[config.mk]
export PLATFORM = sky130hd
export DESIGN_NAME = rtc_digit_loader
export DESIGN_NICKNAME = d
export VERILOG_FILES = /design/src/rtl/rtc_digit_loader.sv
export SDC_FILE = /design/constraint.sdc
export NUM_CORES = 1
export LEC_CHECK = 0
export ABC_AREA = 0
export CAP_MARGIN = 25
export CORE_UTILIZATION = 60
export DETAILED_ROUTE_END_ITERATION = 8
export DONT_BUFFER_PORTS = 1
export PLACE_DENSITY = 0.76
export SLEW_MARGIN = 15
export SYNTH_ARGS = -nofsm -noshare
export SYNTH_HDL_FRONTEND = slang
export SYNTH_SLANG_ARGS = --single-unit
[constraint.sdc]
create_clock -name clock -period 5.88 [get_ports clock]
set_clock_uncertainty 0.15 [all_clocks]
set_input_delay 1.47 -clock clock [delete_from_list [all_inputs] [get_ports clock]]
set_output_delay 1.47 -clock clock [all_outputs]
set_load 0.02 [all_outputs]
[src/rtl/rtc_digit_loader.sv]
// Scans ten RTC registers into a shadow bank over the bus read handshake and commits them
// to the screen digit outputs in a single cycle on a frame tick, so no digit tears mid-frame.

module rtc_bcd_nib (
  input  logic [3:0] raw,
  output logic [3:0] fixed,
  output logic       err
);
  assign err   = (raw > 4'd9);
  assign fixed = err ? 4'd0 : raw;
endmodule

module rtc_digit_loader #(
  parameter int         ACK_TIMEOUT = 255,
  parameter logic [7:0] ADDR_TIME   = 8'h21,
  parameter logic [7:0] ADDR_TIMER  = 8'h41
) (
  input  logic       clock,
  input  logic       reset,
  input  logic       refresh_tick,
  input  logic       frame_tick,
  output logic       rd_req,
  output logic [7:0] rd_addr,
  input  logic       rd_ack,
  input  logic [7:0] rd_data,
  output logic [3:0] digit0_HH,   digit1_HH,
  output logic [3:0] digit0_MM,   digit1_MM,
  output logic [3:0] digit0_SS,   digit1_SS,
  output logic [3:0] digit0_DAY,  digit1_DAY,
  output logic [3:0] digit0_MES,  digit1_MES,
  output logic [3:0] digit0_YEAR, digit1_YEAR,
  output logic [3:0] digit0_HH_T, digit1_HH_T,
  output logic [3:0] digit0_MM_T, digit1_MM_T,
  output logic [3:0] digit0_SS_T, digit1_SS_T,
  output logic       AM_PM,
  output logic [2:0] dia_semana,
  output logic       data_valid,
  output logic       bcd_error,
  output logic       rd_timeout,
  output logic       busy
);
  localparam int NUM_DIG = 9;
  localparam int TW      = $clog2(ACK_TIMEOUT + 1);

  typedef enum logic [2:0] {IDLE, REQ, GAP, WAIT_FRAME, COMMIT} state_t;
  state_t state, state_nx;

  logic [3:0]                   idx, slot;
  logic                         pending, timeout;
  logic [TW-1:0]                tcnt;
  // shadow holds only the nine digit-pair bytes; weekday and AM/PM live beside it
  logic [NUM_DIG-1:0][7:0]      shadow, dig_fix, dig_q;
  logic [NUM_DIG-1:0][1:0]      nib_err;
  logic [2:0]                   wd_sh;
  logic                         am_pm_sh;

  function automatic logic [7:0] addr_of(input logic [3:0] i);
    return (i < 4'd7) ? ADDR_TIME + 8'(i) : ADDR_TIMER + 8'(i - 4'd7);
  endfunction

  function automatic logic [7:0] mask_of(input logic [3:0] i);
    logic [7:0] m;
    m = 8'h00;
    case (i)
      4'd0, 4'd1, 4'd7, 4'd8: m = 8'h7F;
      4'd2, 4'd3, 4'd9:       m = 8'h3F;
      4'd4:                   m = 8'h1F;
      4'd5:                   m = 8'hFF;
      default:                m = 8'h00;
    endcase
    return m;
  endfunction

  assign slot    = (idx > 4'd6) ? idx - 4'd1 : idx;
  assign timeout = (state == REQ) && !rd_ack && (tcnt == TW'(ACK_TIMEOUT - 1));
  assign rd_req  = (state == REQ);
  assign rd_addr = (state == REQ) ? addr_of(idx) : 8'h00;
  assign busy    = (state != IDLE);

  for (genvar j = 0; j < NUM_DIG; j++) begin : g_dig
    for (genvar k = 0; k < 2; k++) begin : g_nib
      rtc_bcd_nib u_nib (
        .raw   (shadow[j][4*k +: 4]),
        .fixed (dig_fix[j][4*k +: 4]),
        .err   (nib_err[j][k])
      );
    end
  end

  always_ff @(posedge clock) begin
    if (!reset) state <= IDLE;
    else        state <= state_nx;
  end

  always_comb begin
    state_nx = state;
    case (state)
      IDLE:       if (refresh_tick || pending) state_nx = REQ;
      REQ:        if (rd_ack) state_nx = GAP;
                  else if (timeout) state_nx = IDLE;
      GAP:        state_nx = (idx == 4'd9) ? WAIT_FRAME : REQ;
      WAIT_FRAME: if (frame_tick) state_nx = COMMIT;
      COMMIT:     state_nx = IDLE;
      default:    state_nx = IDLE;
    endcase
  end

  always_ff @(posedge clock) begin
    if (!reset) begin
      idx        <= '0;
      pending    <= 1'b0;
      tcnt       <= '0;
      shadow     <= '0;
      wd_sh      <= '0;
      am_pm_sh   <= 1'b0;
      dig_q      <= '0;
      AM_PM      <= 1'b0;
      dia_semana <= '0;
      data_valid <= 1'b0;
      bcd_error  <= 1'b0;
      rd_timeout <= 1'b0;
    end else begin
      rd_timeout <= timeout;
      tcnt       <= (state == REQ) ? tcnt + 1'b1 : '0;
      // IDLE always leaves when pending is set, so clearing here is the hand-off
      if (state == IDLE)     pending <= 1'b0;
      else if (refresh_tick) pending <= 1'b1;
      if (state == REQ && rd_ack) begin
        if (idx == 4'd6) wd_sh <= rd_data[2:0];
        else             shadow[slot] <= rd_data & mask_of(idx);
        if (idx == 4'd2) am_pm_sh <= rd_data[7];
      end
      if (state == GAP && idx != 4'd9) idx <= idx + 4'd1;
      if (timeout || state == COMMIT)  idx <= '0;
      if (state == COMMIT) begin
        dig_q      <= dig_fix;
        AM_PM      <= am_pm_sh;
        dia_semana <= wd_sh;
        data_valid <= 1'b1;
        bcd_error  <= |nib_err;
      end
    end
  end

  assign {digit1_SS,   digit0_SS}   = dig_q[0];
  assign {digit1_MM,   digit0_MM}   = dig_q[1];
  assign {digit1_HH,   digit0_HH}   = dig_q[2];
  assign {digit1_DAY,  digit0_DAY}  = dig_q[3];
  assign {digit1_MES,  digit0_MES}  = dig_q[4];
  assign {digit1_YEAR, digit0_YEAR} = dig_q[5];
  assign {digit1_SS_T, digit0_SS_T} = dig_q[6];
  assign {digit1_MM_T, digit0_MM_T} = dig_q[7];
  assign {digit1_HH_T, digit0_HH_T} = dig_q[8];
endmodule

==> summary.md <==
The largest registers in the layout are shadow: 72 flops, tcnt: 8 flops. Along the worst hold path, the cell count comes to 2. Dividing the detail-routed wire length by the instance count gives 17.22 um.

For the worst flop-to-flop path, the logic depth is 7. Counting along the longest clock path gives a buffer depth of 2. The worst hold path belongs to the class register to register. The routed layout has 5441 vias. Using the TritonRoute via totals, the vias-per-cell ratio works out to 5.844. Number of CTS-inserted buffers: 17. The run finished with clean final reports. The tools report the total of hold buffers inserted after clock tree synthesis as 0. Antenna diode count: 0.

After synthesis the netlist holds a flip-flop and latch count of 175. The final layout net count is 799, and the clock-pin slew reported for the worst setup and hold paths after clock tree synthesis is 60 ps. The Yosys step of the flow raised 0 warnings. The total of endpoints with negative setup slack in the final report is 0, and the sequential element share of the synthesized area is 49.76%. The ratio of cells with drive above 1 in the final layout is 6.472%. For this design the total switching power over the nets is 0.5214 mW.

In this run the clock root is driven by a clkbuf_16. The logs give 2.823 nW for the leakage component of the power and 0 for the overall overflow remaining after global route. The most used flip-flop cell after synthesis is dfxtp_1. The worst setup path is captured at a primary output. The worst path arrival time is 2380 ps, and the number of nets produced by synthesis is 821.

For hold timing, the worst endpoint is shadow[56]$_SDFFE_PN0P_. The count of mapped cells out of synthesis is 798. In the synthesized netlist the async set-or-reset flop fraction comes to 0%. Top register by number of flip-flops: shadow. A synthesized cell averages 8.823 um2. Start of the worst register-to-register path: idx[2]$_SDFFE_PP0P_. Setup repair after global routing left no endpoint under its margin.

The top achievable clock speed was 249.8 MHz. The tools report the sequential share of power as 50.6%. For the pin with the worst max-slew slack, the measured transition is 827.7 ps. TritonCTS built the clock tree. At the end of routability-driven placement, the weighted congestion stood at 0.8555. For the worst-skew pair, the clock arrives at the later sink with an insertion delay of 430 ps.

Before CTS, the worst setup slack after placement is 2394 ps. For this design the top-level I/O count stands at 102. After legalization and detailed placement, the total HPWL measured 10690 um. The number of synthesized flops with an enable pin was 0; the post-route non-filler standard cell count was 931. The die span in y was 110.3 um; the placed cell area was 7082 um2. The power per standard cell area is 308.5 nW/um2.

Fill cells in the final layout number 927. Once the floorplan was initialized, standard cells occupied 61.66% of the core. The worst-case IR drop observed on VDD is 0.2194 mV. The logs give 0 for the number of antenna violations at the first check in global routing and 1.842 mW for the internal power consumption.

The total area inside the core boundary comes to 11420 um2. Category of the worst setup path launch point: a register. The tools report the critical register-to-register path endpoint as shadow[20]$_SDFFE_PN0P_. The count of endpoints failing hold in the final timing report was 0. In this run the remaining antenna-violating nets after routing total 0. In this run the tool buffered the top-level ports with 0 buffer cells. The largest driver fanout on the critical path works out to 15. Global routing consumed, over all layers together, 26.90% of the routing resources. The number of distinct library cell variants in the gate-level netlist after synthesis is 46, and the post-route clock period utilization is 68.08%. The critical path start-end classification was register to primary output. The number of H-tree branching levels is 4. Setup TNS: 0 ps. The mapped netlist covers 7041 um2. Once the clock tree was built, the resizer swapped 0 gates to a different size.

For the data required time at the worst endpoint, the log shows 4260 ps. The layout overhead on the synthesized area came out at 8.815%. Summing all flip-flop and latch instances after layout gives 3503 um2. After layout, the worst setup slack is 1877 ps.

The detailed-route wire length was 16030 um. The logs give 0 for the total count of max-transition violations in the final report and 900 for the number of cells in the design after placement. In this run, the combinational gates consume 2.6% of the power.

The global-route wire length before repair is 24650 um, and the worst-case headroom to the max-slew limit is 44.82%. Once the clock tree was built, the setup fixing pass inserted 0 buffers. After routing the design area is 7661 um2. The first-iteration detailed-routing DRC count is 331, and the detailed-router iteration count before antenna repair is 5. The detailed-route DRC error count is 0. The tools report the via count of the first global-routing pass as 4964.

The startpoint identified for the worst hold timing path is shadow[56]$_SDFFE_PN0P_. Once layout is complete, the utilization of the core stands at 67.09%. The floorplan step defined a die boundary enclosing 12170 um2.

The tool flagged a number of max-cap violations equal to 0. Net switching is 22.06% of the power. Entering global routing, the biggest net connects 88 pins. Flip-flop count of the largest register, all copies and words added: 72. The floorplan step set the die width to 110.3 um. The time the final worst path needs with I/O delays and setup was 4003 ps; the multi-input combinational cell area was 3321 um2. The floorplan has 39 rows.

The tree built by TritonCTS fans out to 175 sinks. The clock network is responsible for 46.7% of the overall power. Register-to-register path setup slack: 2860 ps.
[routing by layer]
layer / global-route usage [%] / part of all wire [%] / vias to the layer above
li1: - / - / 2688
met1: 33.55 / 45 / 2581
met2: 44.14 / 48 / 151
met3: 6.996 / 5.7 / 21
met4: 10.90 / 1.8 / 0
met5: 0 / 0 / -
[logic make-up (layout without fill, tap and decap cells)]
family                   Yosys count  count (layout)  synth area share, %
XOR/XNOR                           8               8               0.9952
multiplexers                      79              79                11.25
buffers and inverters             55              45                3.128
AO/OA/AOI/OAI                    129             129                10.08
other                              1               1              0.05326
flip-flops                       175             175                49.76
AND/OR/NAND/NOR                  341             341                22.96
adder cells (fa/ha/maj)           10              10                1.777
[final cells by class]
cell class / count / area share, %
Clock buffer: 18 / 5.732
Inverter: 7 / 0.3430
Multi-Input combinational cell: 568 / 43.34
Clock inverter: 13 / 1.829
Sequential cell: 175 / 45.73
Tap cell: 143 / 2.335
Timing Repair Buffer: 7 / 0.6859
[Yosys cell counts, types with 2 or more instances]
cell type	number	area [um2]
xor2_1	3	26.28
nor2b_1	3	18.77
o32ai_1	2	17.52
o22ai_1	2	12.51
nand2b_1	2	12.51
nor2_1	49	183.9
o21ai_0	28	140.1
inv_1	6	22.52
clkbuf_1	36	135.1
xnor2_1	5	43.79
nand3_1	52	260.3
o211a_1	2	20.02
ha_1	10	125.1
buf_4	2	15.01
nand3b_1	39	292.8
nand4_1	5	31.28
nor4bb_1	2	20.02
and2_1	3	18.77
a21oi_1	86	430.4
buf_2	5	25.02
buf_1	5	18.77
dfxtp_1	175	3503
mux2i_1	78	780.8
nor3_1	3	15.01
nor3b_1	5	37.54
a31oi_1	2	12.51
and3_1	4	25.02
nand2_1	161	604.3
nand2_2	4	25.02
or3_1	3	18.77
[stage by stage]
stage	total power, mW	hold WS, ps
6_report	2.364	311.5
5_1_grt	2.424	330.6
4_1_cts	2.373	313.4
3_5_place_dp	1.285	300.8
3_3_place_gp	1.284	293.0
2_1_floorplan	1.278	280.0
[power by group through the flow]
stage,Clock (mW),Sequential [mW],Combinational (mW)
floorplan,0,1.22,0.0564
global placement,0,1.22,0.0612
detailed placement,0,1.22,0.0615
CTS,1.11,1.20,0.0619
global route,1.16,1.20,0.0674
finish,1.10,1.20,0.0622
[cell usage in the layout (no fill, tap or decap), types with 10 or more instances in the layout]
cell and instances:
nor2_1 49, nand2_1 160, nand3_1 52, a21oi_1 86, dfxtp_1 175, o21ai_0 28
clkbuf_16 17, mux2i_1 78, ha_1 10, nand3b_1 39
[critical path, cell delays in order (launching register included)]
cell and delay [ps]:
dfxtp_1 690, ha_1 270, and2_1 250, nor2_1 80, a211oi_1 670
[how the worst max path moves through the flow]
stage / startpoint / end / slack (ps)
6_report: idx[2]$_SDFFE_PP0P_ / rd_addr[2] / 1880
5_1_grt: idx[2]$_SDFFE_PP0P_ / rd_addr[2] / 1760
4_1_cts: idx[2]$_SDFFE_PP0P_ / rd_addr[2] / 1900
3_5_place_dp: idx[2]$_SDFFE_PP0P_ / rd_addr[2] / 2390
3_3_place_gp: idx[2]$_SDFFE_PP0P_ / rd_addr[2] / 2430
2_1_floorplan: idx[1]$_SDFFE_PP0P_ / rd_addr[2] / 2670
(Power assumes the default switching activity.)
